### src/rtl/fpu_pkg.sv
// ============================================================================
// Package : fpu_pkg
// Purpose : Constants and types shared by the FPU request controller, the
//           combinational FPU datapath and the benches.
//           - FPU operation codes (OP_ADD/OP_SUB/OP_MUL/OP_DIV)
//           - Request-controller state encoding
//           - Settle-counter width
// Rev     : 1.0 - initial release
// ============================================================================
`default_nettype none

package fpu_pkg;

    // Operation codes carried on in_op / fpu_op
    localparam logic [1:0] OP_ADD = 2'b00;
    localparam logic [1:0] OP_SUB = 2'b01;
    localparam logic [1:0] OP_MUL = 2'b10;
    localparam logic [1:0] OP_DIV = 2'b11;

    // Wide enough to hold SETTLE_CYCLES-1 for the full 1..15 range
    localparam int CNT_W = 4;

    typedef enum logic [1:0] {
        ST_IDLE = 2'b00,
        ST_EXEC = 2'b01,
        ST_DONE = 2'b10
    } fpu_state_e;

endpackage : fpu_pkg

`default_nettype wire

### src/rtl/fpu_req_ctrl.sv
// ============================================================================
// Module  : fpu_req_ctrl
// Purpose : Request/response sequencer for a downstream combinational FPU.
//           Accepts one operation at a time, holds the operands on the FPU
//           for SETTLE_CYCLES edges, captures result and flags, and presents
//           them on a valid/ready handshake. Keeps sticky exception flags and
//           a saturating count of completed operations.
// Ports   : clk, rst                       - clock, async active-high reset
//           in_valid/in_ready/in_op/in_a/in_b - request side
//           fpu_op/fpu_a/fpu_b             - registered operands to the FPU
//           fpu_result/fpu_error/fpu_underflow/fpu_overflow - FPU outputs
//           out_valid/out_ready/out_result/out_error/out_underflow/out_overflow
//                                          - result side
//           sticky_error/sticky_underflow/sticky_overflow, clr_sticky
//                                          - accumulated flags and their clear
//           busy, op_count                 - status
// Rev     : 1.0 - initial release
// ============================================================================
`default_nettype none

module fpu_req_ctrl
    import fpu_pkg::*;
#(
    parameter int SETTLE_CYCLES = 2
) (
    input  logic        clk,
    input  logic        rst,

    input  logic        in_valid,
    output logic        in_ready,
    input  logic [1:0]  in_op,
    input  logic [31:0] in_a,
    input  logic [31:0] in_b,

    output logic [1:0]  fpu_op,
    output logic [31:0] fpu_a,
    output logic [31:0] fpu_b,
    input  logic [31:0] fpu_result,
    input  logic        fpu_error,
    input  logic        fpu_underflow,
    input  logic        fpu_overflow,

    output logic        out_valid,
    input  logic        out_ready,
    output logic [31:0] out_result,
    output logic        out_error,
    output logic        out_underflow,
    output logic        out_overflow,

    output logic        sticky_error,
    output logic        sticky_underflow,
    output logic        sticky_overflow,
    input  logic        clr_sticky,

    output logic        busy,
    output logic [15:0] op_count
);

    localparam logic [CNT_W-1:0] CNT_LOAD = CNT_W'(SETTLE_CYCLES - 1);

    fpu_state_e        state_q, state_d;
    logic [CNT_W-1:0]  cnt_q, cnt_d;
    logic              rdy_en_q;
    logic [1:0]        op_q, op_d;
    logic [31:0]       a_q, a_d, b_q, b_d;
    logic [31:0]       res_q, res_d;
    logic              err_q, err_d, unf_q, unf_d, ovf_q, ovf_d;
    logic              s_err_q, s_err_d, s_unf_q, s_unf_d, s_ovf_q, s_ovf_d;
    logic [15:0]       cnt_ops_q, cnt_ops_d;
    logic              capture;

    // rdy_en_q holds in_ready low until the first edge after reset release
    always_ff @(posedge clk or posedge rst) begin
        if (rst) begin
            state_q   <= ST_IDLE;
            cnt_q     <= '0;
            rdy_en_q  <= 1'b0;
            op_q      <= '0;
            a_q       <= '0;
            b_q       <= '0;
            res_q     <= '0;
            err_q     <= 1'b0;
            unf_q     <= 1'b0;
            ovf_q     <= 1'b0;
            s_err_q   <= 1'b0;
            s_unf_q   <= 1'b0;
            s_ovf_q   <= 1'b0;
            cnt_ops_q <= '0;
        end else begin
            state_q   <= state_d;
            cnt_q     <= cnt_d;
            rdy_en_q  <= 1'b1;
            op_q      <= op_d;
            a_q       <= a_d;
            b_q       <= b_d;
            res_q     <= res_d;
            err_q     <= err_d;
            unf_q     <= unf_d;
            ovf_q     <= ovf_d;
            s_err_q   <= s_err_d;
            s_unf_q   <= s_unf_d;
            s_ovf_q   <= s_ovf_d;
            cnt_ops_q <= cnt_ops_d;
        end
    end

    always_comb begin
        state_d   = state_q;
        cnt_d     = cnt_q;
        op_d      = op_q;
        a_d       = a_q;
        b_d       = b_q;
        res_d     = res_q;
        err_d     = err_q;
        unf_d     = unf_q;
        ovf_d     = ovf_q;
        s_err_d   = s_err_q;
        s_unf_d   = s_unf_q;
        s_ovf_d   = s_ovf_q;
        cnt_ops_d = cnt_ops_q;
        capture   = 1'b0;

        case (state_q)
            ST_IDLE: begin
                if (in_valid && rdy_en_q) begin
                    op_d    = in_op;
                    a_d     = in_a;
                    b_d     = in_b;
                    cnt_d   = CNT_LOAD;
                    state_d = ST_EXEC;
                end
            end
            ST_EXEC: begin
                if (cnt_q != '0) begin
                    cnt_d = cnt_q - CNT_W'(1);
                end else begin
                    capture = 1'b1;
                    state_d = ST_DONE;
                end
            end
            ST_DONE: begin
                // in_valid is deliberately not looked at here
                if (out_ready) begin
                    state_d = ST_IDLE;
                end
            end
            default: begin
                state_d = ST_IDLE;
            end
        endcase

        if (capture) begin
            res_d     = fpu_result;
            err_d     = fpu_error;
            unf_d     = fpu_underflow;
            ovf_d     = fpu_overflow;
            // A flag raised on the capture edge survives a simultaneous clear
            s_err_d   = (clr_sticky ? 1'b0 : s_err_q) | fpu_error;
            s_unf_d   = (clr_sticky ? 1'b0 : s_unf_q) | fpu_underflow;
            s_ovf_d   = (clr_sticky ? 1'b0 : s_ovf_q) | fpu_overflow;
            cnt_ops_d = (cnt_ops_q == 16'hFFFF) ? cnt_ops_q : cnt_ops_q + 16'd1;
        end else if (clr_sticky) begin
            s_err_d = 1'b0;
            s_unf_d = 1'b0;
            s_ovf_d = 1'b0;
        end
    end

    assign in_ready         = (state_q == ST_IDLE) && rdy_en_q;
    assign out_valid        = (state_q == ST_DONE);
    assign busy             = (state_q == ST_EXEC) || (state_q == ST_DONE);
    assign fpu_op           = op_q;
    assign fpu_a            = a_q;
    assign fpu_b            = b_q;
    assign out_result       = res_q;
    assign out_error        = err_q;
    assign out_underflow    = unf_q;
    assign out_overflow     = ovf_q;
    assign sticky_error     = s_err_q;
    assign sticky_underflow = s_unf_q;
    assign sticky_overflow  = s_ovf_q;
    assign op_count         = cnt_ops_q;

endmodule : fpu_req_ctrl

`default_nettype wire

### config.mk
export PLATFORM = sky130hd
export DESIGN_NAME = fpu_req_ctrl
export DESIGN_NICKNAME = d
export VERILOG_FILES = /design/src/rtl/fpu_pkg.sv /design/src/rtl/fpu_req_ctrl.sv
export SDC_FILE = /design/constraint.sdc
export NUM_CORES = 1
export LEC_CHECK = 0
export ABC_CLOCK_PERIOD_IN_PS = 10600
export BUFFER_PORTS_ARGS = -buffer_cell sky130_fd_sc_hd__buf_2
export CAP_MARGIN = 30
export CORE_ASPECT_RATIO = 1.5
export CORE_MARGIN = 4
export CORE_UTILIZATION = 45
export DETAILED_ROUTE_END_ITERATION = 10
export GPL_TIMING_DRIVEN = 1
export PLACE_DENSITY = 0.77
export SYNTH_ARGS = -nofsm -noshare
export SYNTH_HDL_FRONTEND = slang
export SYNTH_SLANG_ARGS = --single-unit
### constraint.sdc
create_clock -name clk -period 10.6 [get_ports clk]
set_clock_uncertainty 0.1 [all_clocks]
set_input_delay 0.53 -clock clk [delete_from_list [all_inputs] [get_ports clk]]
set_output_delay 0.53 -clock clk [all_outputs]
set_load 0.02 [all_outputs]
Word level (Yosys, flattened, before mapping)
Index checks and enable logic that the tools add are counted.
Widths: inputs -> output; s select.

cells by class
  add/sub/neg operators = 2
  equality and inequality tests = 7
  multiplexer cells = 15
  bitwise logic cells = 4
  reductions and logical operators = 10

operator list
  operator               count
  $add 16x1->16 const B  1
  $eq 16x16->1 const B   1
  $mux 1                 8
  $mux 4                 2
  $pmux 4 s2             1
  $mux 2                 3
  $ne 2x2->1 const B     3
  $pmux 2 s3             1
  $reduce_and 3->1       2
  $reduce_and 2->1       2
  $reduce_bool 4->1      1
  $sub 4x1->4 const B    1
  $or 1x1->1             3
  $eq 2x1->1 const B     1
  $eq 2x2->1 const B     1
  $logic_and 1x1->1      2
  $logic_not 2->1        1
  $ne 2x1->1 const B     1
  $reduce_bool 2->1      1
  $logic_or 1x1->1       1
  $not 1->1              1

storage, ports and cells
  register bits = 127

Depth between registers and ports, before layout
  depth in word-level cells = 4
  depth in mapped cells = 7

Worst setup path before layout
Ideal clock, no wire load.

  path kind = reg-to-reg
  start point = reg cnt_q[0]
  end point = reg state_q[0]
  library setup time = 0.125 ns
  data arrival time = 1.824 ns
  data required time = 10.375 ns
  path slack = 8.551 ns
  cell stages (with the launch flop) = 6
  path through = dfrtp_1 inv_1 ha_1 or3b_4 a222oi_1 mux2_2

on the way
  cells in the longest elaborated chain, start to end = 3

ends and longest elaborated chain
  what                        RTL line             RTL
  start: declaration          fpu_req_ctrl.sv:62   logic [CNT_W-1:0] cnt_q, cnt_d;
  start signal: assignment    fpu_req_ctrl.sv:91   cnt_q <= cnt_d;
  $reduce_bool 4->1           fpu_req_ctrl.sv:134  if (cnt_q != '0) begin
  $ne 2x2->1 (no line)        -
  $reduce_and 3->1 (no line)  -
  end signal: assignment      fpu_req_ctrl.sv:90   state_q <= state_d;
  end: declaration            fpu_req_ctrl.sv:61   fpu_state_e state_q, state_d;

No other way between the ends.
A chain may end at the register's enable or synchronous reset.

Worst setup path in the final report
  start point = reg state_q[1]
  end point = reg cnt_ops_q[1] (netlist: op_count[1])

on the way
  cells in the longest elaborated chain, start to end = 3

ends and longest elaborated chain
  what                        RTL line             RTL
  $eq 2x1->1                  fpu_req_ctrl.sv:123  case (state_q)
  $mux 1                      fpu_req_ctrl.sv:123
  $reduce_and 2->1 (no line)  -
  end signal: assignment      fpu_req_ctrl.sv:103  cnt_ops_q <= cnt_ops_d;
  end: declaration            fpu_req_ctrl.sv:69   logic [15:0] cnt_ops_q, cnt_ops_d;

No other way between the ends.

==> flow_summary.ini <==
[critical_path]
endpoint = op_count[1]
critPathMaxFanout = 38
worstSetupStartpoint = state_q[1]
arrival_ns = 2.92
reg2reg_from = state_q[1]
critPathKind = reg -> reg
start_kind = register
reg2reg_to = op_count[1]
r2r_setup_slack_ns = 7.86
cp.required_ns = 10.79
cp-end-kind = register
r2r.worst_path.cells = 5

[logic_synthesis]
ys_ff_latch = 127
syn-num-nets = 527
synth_cell_type_count = 36
synth_area_um2 = 5080
yosys_warnings = 0
synthFlopType = dfrtp_1
synth_edf_count = 0
synth_most_common_cell = dfrtp_1
synth_top_area_share_pct = 62.6
ys_seq_area_share_pct = 62.6
synth_common_cells = 127 x dfrtp_1, 111 x nand2_1, 70 x mux2_2, 11 x xor2_1
postSynthCellCount = 413
synth.avg_cell_area_um2 = 12.3
async_reset_ff_share_pct = 100
yosysTopAreaCell = dfrtp_1
synth.top_cells.by_area = dfrtp_1 63%, mux2_2 16%, nand2_1 8.2%, ha_1 2.0%, xor2_1 1.9%

[floorplan]
die_area_um2 = 13100
fp-row-count = 47
die_x_um = 94.7
core_area_um2 = 11100
die_h_um = 138
io_pins = 229
initial_core_util_pct = 45.9

[clock_network]
postCtsHoldBufs = 0
clock-sinks = 127
cts_buffers = 17
root_buffer = clkbuf_16
clockBufferDepth = 2
htreeDepth = 4
worstSkewPairLatency_ns = 0.41
clk_pin_slew_ns = 0.06
cts_resized = 0
cts_tree = built
cts_setup_buffers = 0

[cells_and_area]
multi_input_area_um2 = 1800
insertedDiodeCount = 0
syn_to_final_growth_pct = 38.6
layout.cells.non_filler = 807
drive_gt1_share_pct = 51.4
fillers = 905
seq_area_um2 = 3180
nets = 761

[timing]
tightest_slew_ns = 0.914
finalSetupTns_ns = 0
holdWs_ns = 0.124
fin_ws_ns = 7.86
drv_slew = 0
max_clock_freq_mhz = 365
period_minus_slack_ns = 2.74
maxSlewHeadroom_pct = 39.1
rsz0062_at_grt = false
final_hold_viol_count = 0
finalCritPeriodShare_pct = 25.8
finalSetupViolCount = 0

[place]
dp_cells = 775
pre_cts_slack_ns = 7.86
port_buffers = 228
place_hpwl_um = 9770
routabilityCongestion = 0.855

[global_route]
met1_usage_pct = 21.4
grt_usage_pct = 20.6
use_met3_pct = 5.92
grt_pass1_vias = 4257
grt-ovfl-total = 0
grt_pass1_wl_um = 20900
grt_antenna_before_repair = 0
busiest_layer = met2
grt_max_degree = 75
gr-usage-met2_pct = 37.7

[power_and_ir_drop]
p_leak_nw = 3.73
ir_worst_vdd_mv = 0.166
power_density_nw_per_um2 = 336

[route]
via_per_inst = 4.90
vias = 3956
post-route-drc-count = 0
wl_per_cell_um = 16.4
wl_um = 13200
antenna_left = 0
first_pass_iters = 4
drt_iter0_markers = 114

[job]
drv_cap = 0

[hold_path]
hold_class = in -> async

[run_status]
outcome = completed
==> logic make-up (layout without fill, tap and decap cells) <==
group,after synthesis,in the layout,synth area share [%]
muxes,71,71,15.7
and+or+nand+nor,149,149,13.0
other,1,1,0.0739
AOI/OAI and AO/OA,21,21,2.69
xor gates and xnor gates,11,11,1.90
DFF,127,127,62.6
adders and majority gates,8,8,1.97
buffers and inverters,25,272,2.07
==> per-layer routing <==
metal	wire length, µm	share of wire [%]	up-vias
li1	-	-	1862
met3	1000	7.6	23
met2	7240	55	165
met5	0	0	-
met4	280	2.1	0
met1	4680	35	1906
==> cells in the final DEF, fill, tap and decap left out, drive strengths merged <==
cell	netlist	final
clkinvlp	0	2
conb	1	1
a31oi	1	1
a22oi	1	1
nor4b	1	1
and3	2	2
a222oi	1	1
and2	2	2
o22ai	1	1
o41ai	1	1
nor2	4	4
nand4	8	8
buf	10	230
inv	10	13
nor4	4	4
a22o	3	3
bufinv	0	5
xor2	11	11
nand3	4	4
o21ai	10	10
nand2b	1	1
clkbuf	5	21
nor3b	1	1
and4	1	1
or3b	1	1
nor3	6	6
and4bb	1	1
mux2	70	70
clkinv	0	1
a21bo	1	1
a21oi	2	2
nor2b	1	1
or4bb	1	1
dfrtp	127	127
mux2i	1	1
nand2	111	111
ha	8	8
==> sequential cells by signal (all words and copies together) (netlist names) <==
signal	cells
fpu_b	32
rdy_en_q	1
out_underflow	1
sticky_overflow	1
fpu_op	2
out_overflow	1
sticky_underflow	1
out_result	32
cnt_q	4
fpu_a	32
sticky_error	1
op_count	16
out_error	1
state_q	2
==> per-stage QoR <==
step	instance area (µm²)	total power, W	util, %
floorplan	5080	0.00139	-
global placement	6350	0.00168	57.5
detailed placement	6350	0.00172	57.5
CTS	7040	0.00239	63.6
global route	7040	0.00250	63.6
finish	7040	0.00236	63.6
==> power breakdown <==
| group | switching [W] | internal [W] |
|---|---|---|
| logic | 0.000542 | 0.000346 |
| registers | 0.000118 | 0.000701 |
| clock network | 0.000211 | 0.000445 |
| total | 0.000872 | 0.00149 |
==> layout make-up <==
cell class	instances	share of cell area, %
inverter	10	0.569
tap	147	2.61
sequential	127	45.2
clock inverter	11	2.85
clock buffer	21	6.83
multi-input combinational	261	25.5
timing repair buffer	230	16.4
==> how the worst min path moves through the flow <==
stage	startpoint	end	cells past startpoint
after floorplan	state_q[1]	state_q[1]	1
after global placement	out_result[6]	out_result[6]	2
after detailed placement	out_result[9]	out_result[9]	2
after CTS	rst	fpu_b[11]	2
after global routing	rst	fpu_b[11]	2
final	rst	fpu_b[11]	2
==> worst max-delay path: stages (launching register included) <==
cell and delay, ns:
dfrtp_1 0.40, inv_1 0.12, ha_1 0.32, or4bb_2 0.94
nor2_1 0.36, mux2_2 0.37
Note: power is estimated with default switching activity, not from simulation.
